$ cat src/rtl/usb_uart_bridge_if.sv
`default_nettype none
// ============================================================================
// usb_uart_bridge_if : USB endpoint handshake bundle (IN and OUT directions).
// Rev 1.0
// ============================================================================
interface usb_uart_bridge_if;
  logic        txact;
  logic        txpop;
  logic [3:0]  endpt;
  logic        txval;
  logic        txcork;
  logic [7:0]  txdat;
  logic [11:0] txdat_len;
  logic        rxact;
  logic        rxval;
  logic        rxrdy;
  logic [7:0]  rxdat;

  modport master (
    output txact, txpop, endpt, rxact, rxval, rxdat,
    input  txval, txcork, txdat, txdat_len, rxrdy
  );

  modport slave (
    input  txact, txpop, endpt, rxact, rxval, rxdat,
    output txval, txcork, txdat, txdat_len, rxrdy
  );
endinterface
`default_nettype wire

$ cat src/rtl/usb_uart_bridge.sv
`default_nettype none
// ============================================================================
// usb_uart_bridge : USB endpoint <-> 8N1 UART bridge, OUT via tfifo, IN via rfifo.
// Macro USB_UART_LOOPBACK_EN feeds uart_tx back into the receiver.  Rev 1.0
// ============================================================================
module usb_uart_bridge #(
  parameter logic [3:0] EP      = 4'd2,
  parameter int         CLK_DIV = 104,
  parameter int         DEPTH   = 64,
  parameter int         MAX_PKT = 64
) (
  input  logic             clk,
  input  logic             rst_n,
  usb_uart_bridge_if.slave usb,
  output logic             uart_tx,
  input  logic             uart_rx,
  output logic             frm_err,
  output logic             ovf
);
  localparam int              CW       = $clog2(CLK_DIV + 1);
  localparam int              AW       = $clog2(DEPTH);
  localparam int              PW       = AW + 1;
  localparam logic [CW-1:0]   BIT_END  = CW'(CLK_DIV - 1);
  localparam logic [CW-1:0]   HALF_END = CW'(CLK_DIV / 2 - 1);
  localparam logic [PW-1:0]   FULL_CNT = PW'(DEPTH);
  localparam logic [11:0]     MAX_LEN  = 12'(MAX_PKT);

  typedef enum logic [1:0] {
    S_IDLE  = 2'd0,
    S_START = 2'd1,
    S_DATA  = 2'd2,
    S_STOP  = 2'd3
  } state_e;

  logic [7:0]    tf_mem_q [DEPTH];
  logic [7:0]    rf_mem_q [DEPTH];
  logic [PW-1:0] tf_wr_q, tf_wr_d, tf_rd_q, tf_rd_d;
  logic [PW-1:0] rf_wr_q, rf_wr_d, rf_rd_q, rf_rd_d;
  logic [PW-1:0] tf_cnt, rf_cnt;
  logic          tf_full, tf_empty, rf_full, rf_empty;
  logic          tf_push, tf_pop, rf_push, rf_pop;
  logic          ep_hit;

  logic [11:0]   txdat_len_q, txdat_len_d;
  logic          txcork_q, txcork_d, txact_q, txact_d, frz_q, frz_d;

  state_e        tx_state_q, rx_state_q;
  logic [CW-1:0] tx_cnt_q, rx_cnt_q;
  logic [2:0]    tx_bit_q, rx_bit_q;
  logic [7:0]    tx_sh_q, rx_sh_q;
  logic          uart_tx_q, frm_err_q, ovf_q;
  logic          rx_s1_q, rx_s2_q, rx_prev_q, rx_in;
  logic          tx_bit_end, rx_bit_end, rx_stop_smp;

  assign tf_cnt   = tf_wr_q - tf_rd_q;
  assign rf_cnt   = rf_wr_q - rf_rd_q;
  assign tf_full  = (tf_cnt == FULL_CNT);
  assign rf_full  = (rf_cnt == FULL_CNT);
  assign tf_empty = (tf_wr_q == tf_rd_q);
  assign rf_empty = (rf_wr_q == rf_rd_q);

  assign ep_hit        = (usb.endpt == EP);
  assign usb.rxrdy     = rst_n && usb.rxact && ep_hit && !tf_full;
  assign tf_push       = usb.rxval && usb.rxrdy;
  assign rf_pop        = usb.txact && usb.txpop && ep_hit && !rf_empty;
  assign usb.txval     = !rf_empty;
  assign usb.txdat     = rf_empty ? 8'h00 : rf_mem_q[rf_rd_q[AW-1:0]];
  assign usb.txdat_len = txdat_len_q;
  assign usb.txcork    = txcork_q;
  assign uart_tx       = uart_tx_q;
  assign frm_err       = frm_err_q;
  assign ovf           = ovf_q;

`ifdef USB_UART_LOOPBACK_EN
  logic unused_uart_rx;
  assign unused_uart_rx = uart_rx;
  assign rx_in          = uart_tx_q;
`else
  assign rx_in = uart_rx;
`endif

  // Length/cork snapshot freezes on an IN rising at our endpoint, held until txact drops.
  always_comb begin
    tf_wr_d     = tf_wr_q + {{(PW-1){1'b0}}, tf_push};
    tf_rd_d     = tf_rd_q + {{(PW-1){1'b0}}, tf_pop};
    rf_wr_d     = rf_wr_q + {{(PW-1){1'b0}}, rf_push};
    rf_rd_d     = rf_rd_q + {{(PW-1){1'b0}}, rf_pop};
    txact_d     = usb.txact;
    frz_d       = usb.txact && (frz_q || (!txact_q && ep_hit));
    txdat_len_d = txdat_len_q;
    txcork_d    = txcork_q;
    if (!frz_d) begin
      txdat_len_d = (12'(rf_cnt) > MAX_LEN) ? MAX_LEN : 12'(rf_cnt);
      txcork_d    = (rf_cnt == '0);
    end
  end

  always_ff @(posedge clk) begin
    if (!rst_n) begin
      tf_wr_q     <= '0;
      tf_rd_q     <= '0;
      rf_wr_q     <= '0;
      rf_rd_q     <= '0;
      txdat_len_q <= '0;
      txcork_q    <= 1'b1;
      txact_q     <= 1'b0;
      frz_q       <= 1'b0;
    end else begin
      tf_wr_q     <= tf_wr_d;
      tf_rd_q     <= tf_rd_d;
      rf_wr_q     <= rf_wr_d;
      rf_rd_q     <= rf_rd_d;
      txdat_len_q <= txdat_len_d;
      txcork_q    <= txcork_d;
      txact_q     <= txact_d;
      frz_q       <= frz_d;
    end
  end

  always_ff @(posedge clk) begin
    if (tf_push) tf_mem_q[tf_wr_q[AW-1:0]] <= usb.rxdat;
    if (rf_push) rf_mem_q[rf_wr_q[AW-1:0]] <= rx_sh_q;
  end

  // A byte is loaded from IDLE or straight out of the stop bit, so frames run back-to-back.
  assign tx_bit_end = (tx_cnt_q == BIT_END);
  assign tf_pop     = !tf_empty && ((tx_state_q == S_IDLE) || (tx_state_q == S_STOP && tx_bit_end));

  always_ff @(posedge clk) begin
    if (!rst_n) begin
      tx_state_q <= S_IDLE;
      tx_cnt_q   <= '0;
      tx_bit_q   <= '0;
      tx_sh_q    <= '0;
      uart_tx_q  <= 1'b1;
    end else if (tf_pop) begin
      tx_state_q <= S_START;
      tx_cnt_q   <= '0;
      tx_sh_q    <= tf_mem_q[tf_rd_q[AW-1:0]];
      uart_tx_q  <= 1'b0;
    end else begin
      case (tx_state_q)
        S_IDLE: tx_cnt_q <= '0;
        S_START: begin
          if (tx_bit_end) begin
            tx_state_q <= S_DATA;
            tx_cnt_q   <= '0;
            tx_bit_q   <= '0;
            uart_tx_q  <= tx_sh_q[0];
          end else tx_cnt_q <= tx_cnt_q + 1'b1;
        end
        S_DATA: begin
          if (tx_bit_end) begin
            tx_cnt_q <= '0;
            if (tx_bit_q == 3'd7) begin
              tx_state_q <= S_STOP;
              uart_tx_q  <= 1'b1;
            end else begin
              tx_bit_q  <= tx_bit_q + 1'b1;
              tx_sh_q   <= {1'b0, tx_sh_q[7:1]};
              uart_tx_q <= tx_sh_q[1];
            end
          end else tx_cnt_q <= tx_cnt_q + 1'b1;
        end
        S_STOP: begin
          if (tx_bit_end) begin
            tx_state_q <= S_IDLE;
            tx_cnt_q   <= '0;
          end else tx_cnt_q <= tx_cnt_q + 1'b1;
        end
        default: tx_state_q <= S_IDLE;
      endcase
    end
  end

  // A full rfifo still takes a byte when the host pops in the same cycle.
  assign rx_bit_end  = (rx_cnt_q == BIT_END);
  assign rx_stop_smp = (rx_state_q == S_STOP) && rx_bit_end;
  assign rf_push     = rx_stop_smp && rx_s2_q && (!rf_full || rf_pop);

  always_ff @(posedge clk) begin
    if (!rst_n) begin
      rx_state_q <= S_IDLE;
      rx_cnt_q   <= '0;
      rx_bit_q   <= '0;
      rx_sh_q    <= '0;
      rx_s1_q    <= 1'b1;
      rx_s2_q    <= 1'b1;
      rx_prev_q  <= 1'b1;
      frm_err_q  <= 1'b0;
      ovf_q      <= 1'b0;
    end else begin
      rx_s1_q   <= rx_in;
      rx_s2_q   <= rx_s1_q;
      rx_prev_q <= rx_s2_q;
      frm_err_q <= rx_stop_smp && !rx_s2_q;
      ovf_q     <= rx_stop_smp && rx_s2_q && rf_full && !rf_pop;
      case (rx_state_q)
        S_IDLE: begin
          rx_cnt_q <= '0;
          if (rx_prev_q && !rx_s2_q) rx_state_q <= S_START;
        end
        S_START: begin
          if (rx_cnt_q == HALF_END) begin
            rx_cnt_q   <= '0;
            rx_bit_q   <= '0;
            rx_state_q <= rx_s2_q ? S_IDLE : S_DATA;
          end else rx_cnt_q <= rx_cnt_q + 1'b1;
        end
        S_DATA: begin
          if (rx_bit_end) begin
            rx_cnt_q <= '0;
            rx_sh_q  <= {rx_s2_q, rx_sh_q[7:1]};
            rx_bit_q <= rx_bit_q + 1'b1;
            if (rx_bit_q == 3'd7) rx_state_q <= S_STOP;
          end else rx_cnt_q <= rx_cnt_q + 1'b1;
        end
        S_STOP: begin
          if (rx_bit_end) begin
            rx_state_q <= S_IDLE;
            rx_cnt_q   <= '0;
          end else rx_cnt_q <= rx_cnt_q + 1'b1;
        end
        default: rx_state_q <= S_IDLE;
      endcase
    end
  end
endmodule
`default_nettype wire

$ cat src/flat_wrapper.sv
// flat-port wrapper written by rule: the top's interface ports become plain ports
module usb_uart_bridge_flat 
#(
  parameter logic [3:0] EP      = 4'd2,
  parameter int         CLK_DIV = 104,
  parameter int         DEPTH   = 64,
  parameter int         MAX_PKT = 64
)
  (clk, rst_n, uart_tx, uart_rx, frm_err, ovf, usb_txact, usb_txpop, usb_endpt, usb_rxact, usb_rxval, usb_rxdat, usb_txval, usb_txcork, usb_txdat, usb_txdat_len, usb_rxrdy);
  usb_uart_bridge_if usb_i ();
  input  logic clk;
  input  logic rst_n;
  output logic uart_tx;
  input  logic uart_rx;
  output logic frm_err;
  output logic ovf;
  input wire logic [$bits(usb_i.txact)-1:0] usb_txact;
  input wire logic [$bits(usb_i.txpop)-1:0] usb_txpop;
  input wire logic [$bits(usb_i.endpt)-1:0] usb_endpt;
  input wire logic [$bits(usb_i.rxact)-1:0] usb_rxact;
  input wire logic [$bits(usb_i.rxval)-1:0] usb_rxval;
  input wire logic [$bits(usb_i.rxdat)-1:0] usb_rxdat;
  output wire logic [$bits(usb_i.txval)-1:0] usb_txval;
  output wire logic [$bits(usb_i.txcork)-1:0] usb_txcork;
  output wire logic [$bits(usb_i.txdat)-1:0] usb_txdat;
  output wire logic [$bits(usb_i.txdat_len)-1:0] usb_txdat_len;
  output wire logic [$bits(usb_i.rxrdy)-1:0] usb_rxrdy;
  assign usb_i.txact = usb_txact;
  assign usb_i.txpop = usb_txpop;
  assign usb_i.endpt = usb_endpt;
  assign usb_i.rxact = usb_rxact;
  assign usb_i.rxval = usb_rxval;
  assign usb_i.rxdat = usb_rxdat;
  assign usb_txval = usb_i.txval;
  assign usb_txcork = usb_i.txcork;
  assign usb_txdat = usb_i.txdat;
  assign usb_txdat_len = usb_i.txdat_len;
  assign usb_rxrdy = usb_i.rxrdy;
  usb_uart_bridge #(.EP(EP), .CLK_DIV(CLK_DIV), .DEPTH(DEPTH), .MAX_PKT(MAX_PKT)) u_core (.clk(clk), .rst_n(rst_n), .usb(usb_i), .uart_tx(uart_tx), .uart_rx(uart_rx), .frm_err(frm_err), .ovf(ovf));
endmodule
$ cat config.mk
export PLATFORM = sky130hd
export DESIGN_NAME = usb_uart_bridge_flat
export DESIGN_NICKNAME = d
export VERILOG_FILES = /design/src/rtl/usb_uart_bridge_if.sv /design/src/rtl/usb_uart_bridge.sv /design/src/flat_wrapper.sv
export SDC_FILE = /design/constraint.sdc
export NUM_CORES = 1
export LEC_CHECK = 0
export ABC_AREA = 1
export CAP_MARGIN = 20
export CORE_UTILIZATION = 50
export DETAILED_ROUTE_END_ITERATION = 10
export DONT_BUFFER_PORTS = 1
export HOLD_SLACK_MARGIN = 0.05
export PLACE_DENSITY = 0.69
export SYNTH_ARGS = -nofsm -noshare
export SYNTH_HDL_FRONTEND = slang
export SYNTH_SLANG_ARGS = --single-unit
$ cat constraint.sdc
create_clock -name clk -period 4.2 [get_ports clk]
set_clock_uncertainty 0.1 [all_clocks]
set_input_delay 0.63 -clock clk [delete_from_list [all_inputs] [get_ports clk]]
set_output_delay 0.63 -clock clk [all_outputs]
set_load 0.005 [all_outputs]
==> metrics.txt <==
met2 usage 37.3%; Max Cap Violations 0; Arrival @ worst endpoint 3.28 ns; critical path capture point type primary output; Avg Synthesized Cell Area 11.3 um2; DRT antenna net count 0; combinational power share 5.8%; global-route met3 utilization 4.02%; final net count 4125; Syn. warnings 0; critical path class register to primary output; CORE AREA 91700 um2; DIE WIDTH 306 um; initial antenna violation count 1; die span in y 306 um; Rows 111; IO Count 45; Final Cycle Share 95.4%; DRT Pass-1 Iters 5; DRC errors left 0; largest cells by area after synthesis edfxtp_1 (67%), nor2_1 (5.9%), nand2_1 (5.8%); area post-placement 47300 um2; Max VDD drop 0.395 mV; commonest non-fill, non-tap cell in the layout edfxtp_1; GR Util met1 35.4%; Root Driver clkbuf_16; clk sinks 1108; diode count 0; Congestion Overflow GR 0; PnR Total Power 22700 uW; Crit-path slowest cell dfxtp_4; max_slew headroom 28.6%; Hold Fails Final Rpt 0; worst slew pin tran 1.07 ns; pwr dens 444 nW/um2; pin count of the biggest net entering global routing 215; fin crit period 4.01 ns; die area 93700 um2; Hold Crit Class primary input to register; Clk pwr share 41.1%; final WL 115000 um; DR vias 30.6k; vias per cell 5.74; most used cell, CP nor2_1; Max Buffers Root-to-Sink 3; delay-heaviest family, CP buffers and inverters; crit path cell chain inv_8, buf_12, o21ai_0, o22ai_1, nand2_1, nand3_1, nor2_1, nor2_1, nor2_1, nor2_1; sw frac 22.2%; outcome finished, final reports clean; P_leak 0.0196 uW; ratio of cells with drive above 1 in the final layout 7.27%; CTS tree done; Port Buffer Count 0; Worst EP required 3.47 ns; crit-path max FO 103; number of cells produced by synthesis 4084; Worst Hold Margin 0.113 ns; area delta synth->final 10.5%; setup violators final 0; fin. max-slew vios 0; routability cong. 0.944; Final Instance Area 51100 um2; GRT Util Overall 24.2%; switching power total 5040 uW; global-route wire length before repair 173000 um; Netlist cell types 49; initial core utilization 50.4%; Yosys top cell area share 66.5%; Cell Area, Synth 46200 um2; Num CTS Buffers 107; Clock transition at path regs 0.06 ns; register bit count reported by yosys 1108; max frequency 0.249 GHz; Pint 17600 uW; WL/cell 21.5 um; dpl hpwl 65600 um; worst path bufs/invs 2; Most Crowded Layer GR met2; Setup crit start kind register; most frequent cells in the layout edfxtp_1 (1024), nor2_1 (724), nand2_1 (714), o21ai_0 (420), nand3_1 (263); Reg power frac 53.0%; vias in the first global route 29.0k; crit-path max cell delay 0.48 ns; # H-tree levels 3; Setup TNS Final 0 ns; first-iteration detailed-routing DRC count 4284; RSZ-0062 raised after global routing false; Clock Latency Late Sink 0.69 ns; Seq/Total Area, Yosys 70.2%; dominant cell type by area after synthesis edfxtp_1
## worst register-to-register path, stage by stage, from the launching register on
cell,delay [ns]
dfxtp_1,0.58
inv_1,0.30
ha_1,0.42
inv_1,0.08
o21bai_1,0.13
nand2_1,0.07
o21ai_0,0.10
nor2_1,0.06
nand2_1,0.09
nand3_1,0.10
inv_1,0.15
nand3_1,0.53
nor2_1,0.80
## cell families after synthesis
| kind of cell | Yosys count | share of synthesized area [%] |
|---|---|---|
| adders and majority gates | 37 | 1.02 |
| xor gates and xnor gates | 17 | 0.355 |
| buffers and inverters | 449 | 4.35 |
| other | 1 | 0.00811 |
| DFF | 1108 | 70.2 |
| and+or+nand+nor | 1799 | 16.0 |
| AOI/OAI and AO/OA | 673 | 8.06 |
## worst paths after layout
path	to	slack, ns	depth (start not counted)	from
setup reg to reg	u_core.tf_mem_q[54][7]	0.32	12	u_core.tf_rd_q[4]
hold / removal	u_core.rx_cnt_q[1]	0.11	2	rst_n
setup / recovery	usb_txdat[2]	0.19	10	u_core.rf_rd_q[0]
hold reg to reg	u_core.rx_s2_q	0.31	1	u_core.rx_s1_q
## layer usage
| layer | routed length [um] | up-vias |
|---|---|---|
| li1 | - | 14200 |
| met1 | 48600 | 14800 |
| met2 | 52300 | 1428 |
| met3 | 11000 | 205 |
| met4 | 2860 | 2 |
| met5 | 13 | - |
## cell usage after synthesis, drive strengths merged
| cell type | count |
|---|---|
| or2 | 9 |
| o211ai | 79 |
| edfxtp | 1024 |
| nand2b | 1 |
| o31ai | 1 |
| fa | 1 |
| nor2 | 728 |
| nor3 | 52 |
| and3 | 3 |
| xor2 | 9 |
| nor2b | 1 |
| o21ai | 427 |
| o221ai | 9 |
| nor3b | 1 |
| dfxtp | 84 |
| inv | 224 |
| clkinv | 2 |
| clkbuf | 79 |
| o21bai | 4 |
| o22ai | 67 |
| a211oi | 4 |
| nand3 | 274 |
| o21a | 2 |
| a21oi | 73 |
| a31o | 1 |
| nand2 | 717 |
| conb | 1 |
| a31oi | 4 |
| ha | 36 |
| xnor2 | 8 |
| buf | 144 |
| a21boi | 1 |
| nand3b | 2 |
| nand4 | 11 |
| o311ai | 1 |
## registers in the layout, indices dropped and copies added (netlist names), 2 cells and up, named ones only
signal,flops
u_core.rf_mem_q,512
u_core.tf_mem_q,512
u_core.rx_sh_q,8
u_core.tx_sh_q,8
u_core.rf_rd_q,7
u_core.rf_wr_q,7
u_core.rx_cnt_q,7
u_core.tf_rd_q,7
u_core.tf_wr_q,7
u_core.tx_cnt_q,7
u_core.usb.txdat_len,7
u_core.rx_bit_q,3
u_core.tx_bit_q,3
u_core.tx_state_q,2
## power by group through the flow
stage | combinational, uW | sequential, uW | clock [uW]
floorplan | 987 | 12200 | 0
global placement | 1180 | 12300 | 0
detailed placement | 1190 | 12300 | 0
CTS | 1320 | 12000 | 9420
global route | 1490 | 12000 | 9810
finish | 1330 | 12000 | 9330
## metrics by stage
| step | cells | setup WS (ns) | util [%] |
|---|---|---|---|
| 3_5_place_dp | 5131 | 0.464 | 51.6 |
| 6_report | 5339 | 0.192 | 55.7 |
| 3_3_place_gp | 5130 | 0.609 | 51.6 |
| 5_1_grt | 5339 | 0.0704 | 55.7 |
| 2_1_floorplan | 4088 | 1.12 | - |
| 4_1_cts | 5336 | 0.0383 | 55.6 |
## timing repair
item | 4_1_cts | 5_1_grt
hold buffers | 12 | 0
hold endpoints to repair | 555 | 0
setup buffers | 0 | 1
gates resized for setup | 0 | 2
endpoints found under the setup margin | 0 | 8
## final cells by class
type	instances	area (um2)
inverters	226	862
flip-flops and latches	1108	32500
well taps	1186	1480
clock buffers	149	2960
multi-input cells	2531	11800
fillers	7528	40600
clock inverters	44	415
repair buffers	95	1070
Power figures use the tool's default switching activity.
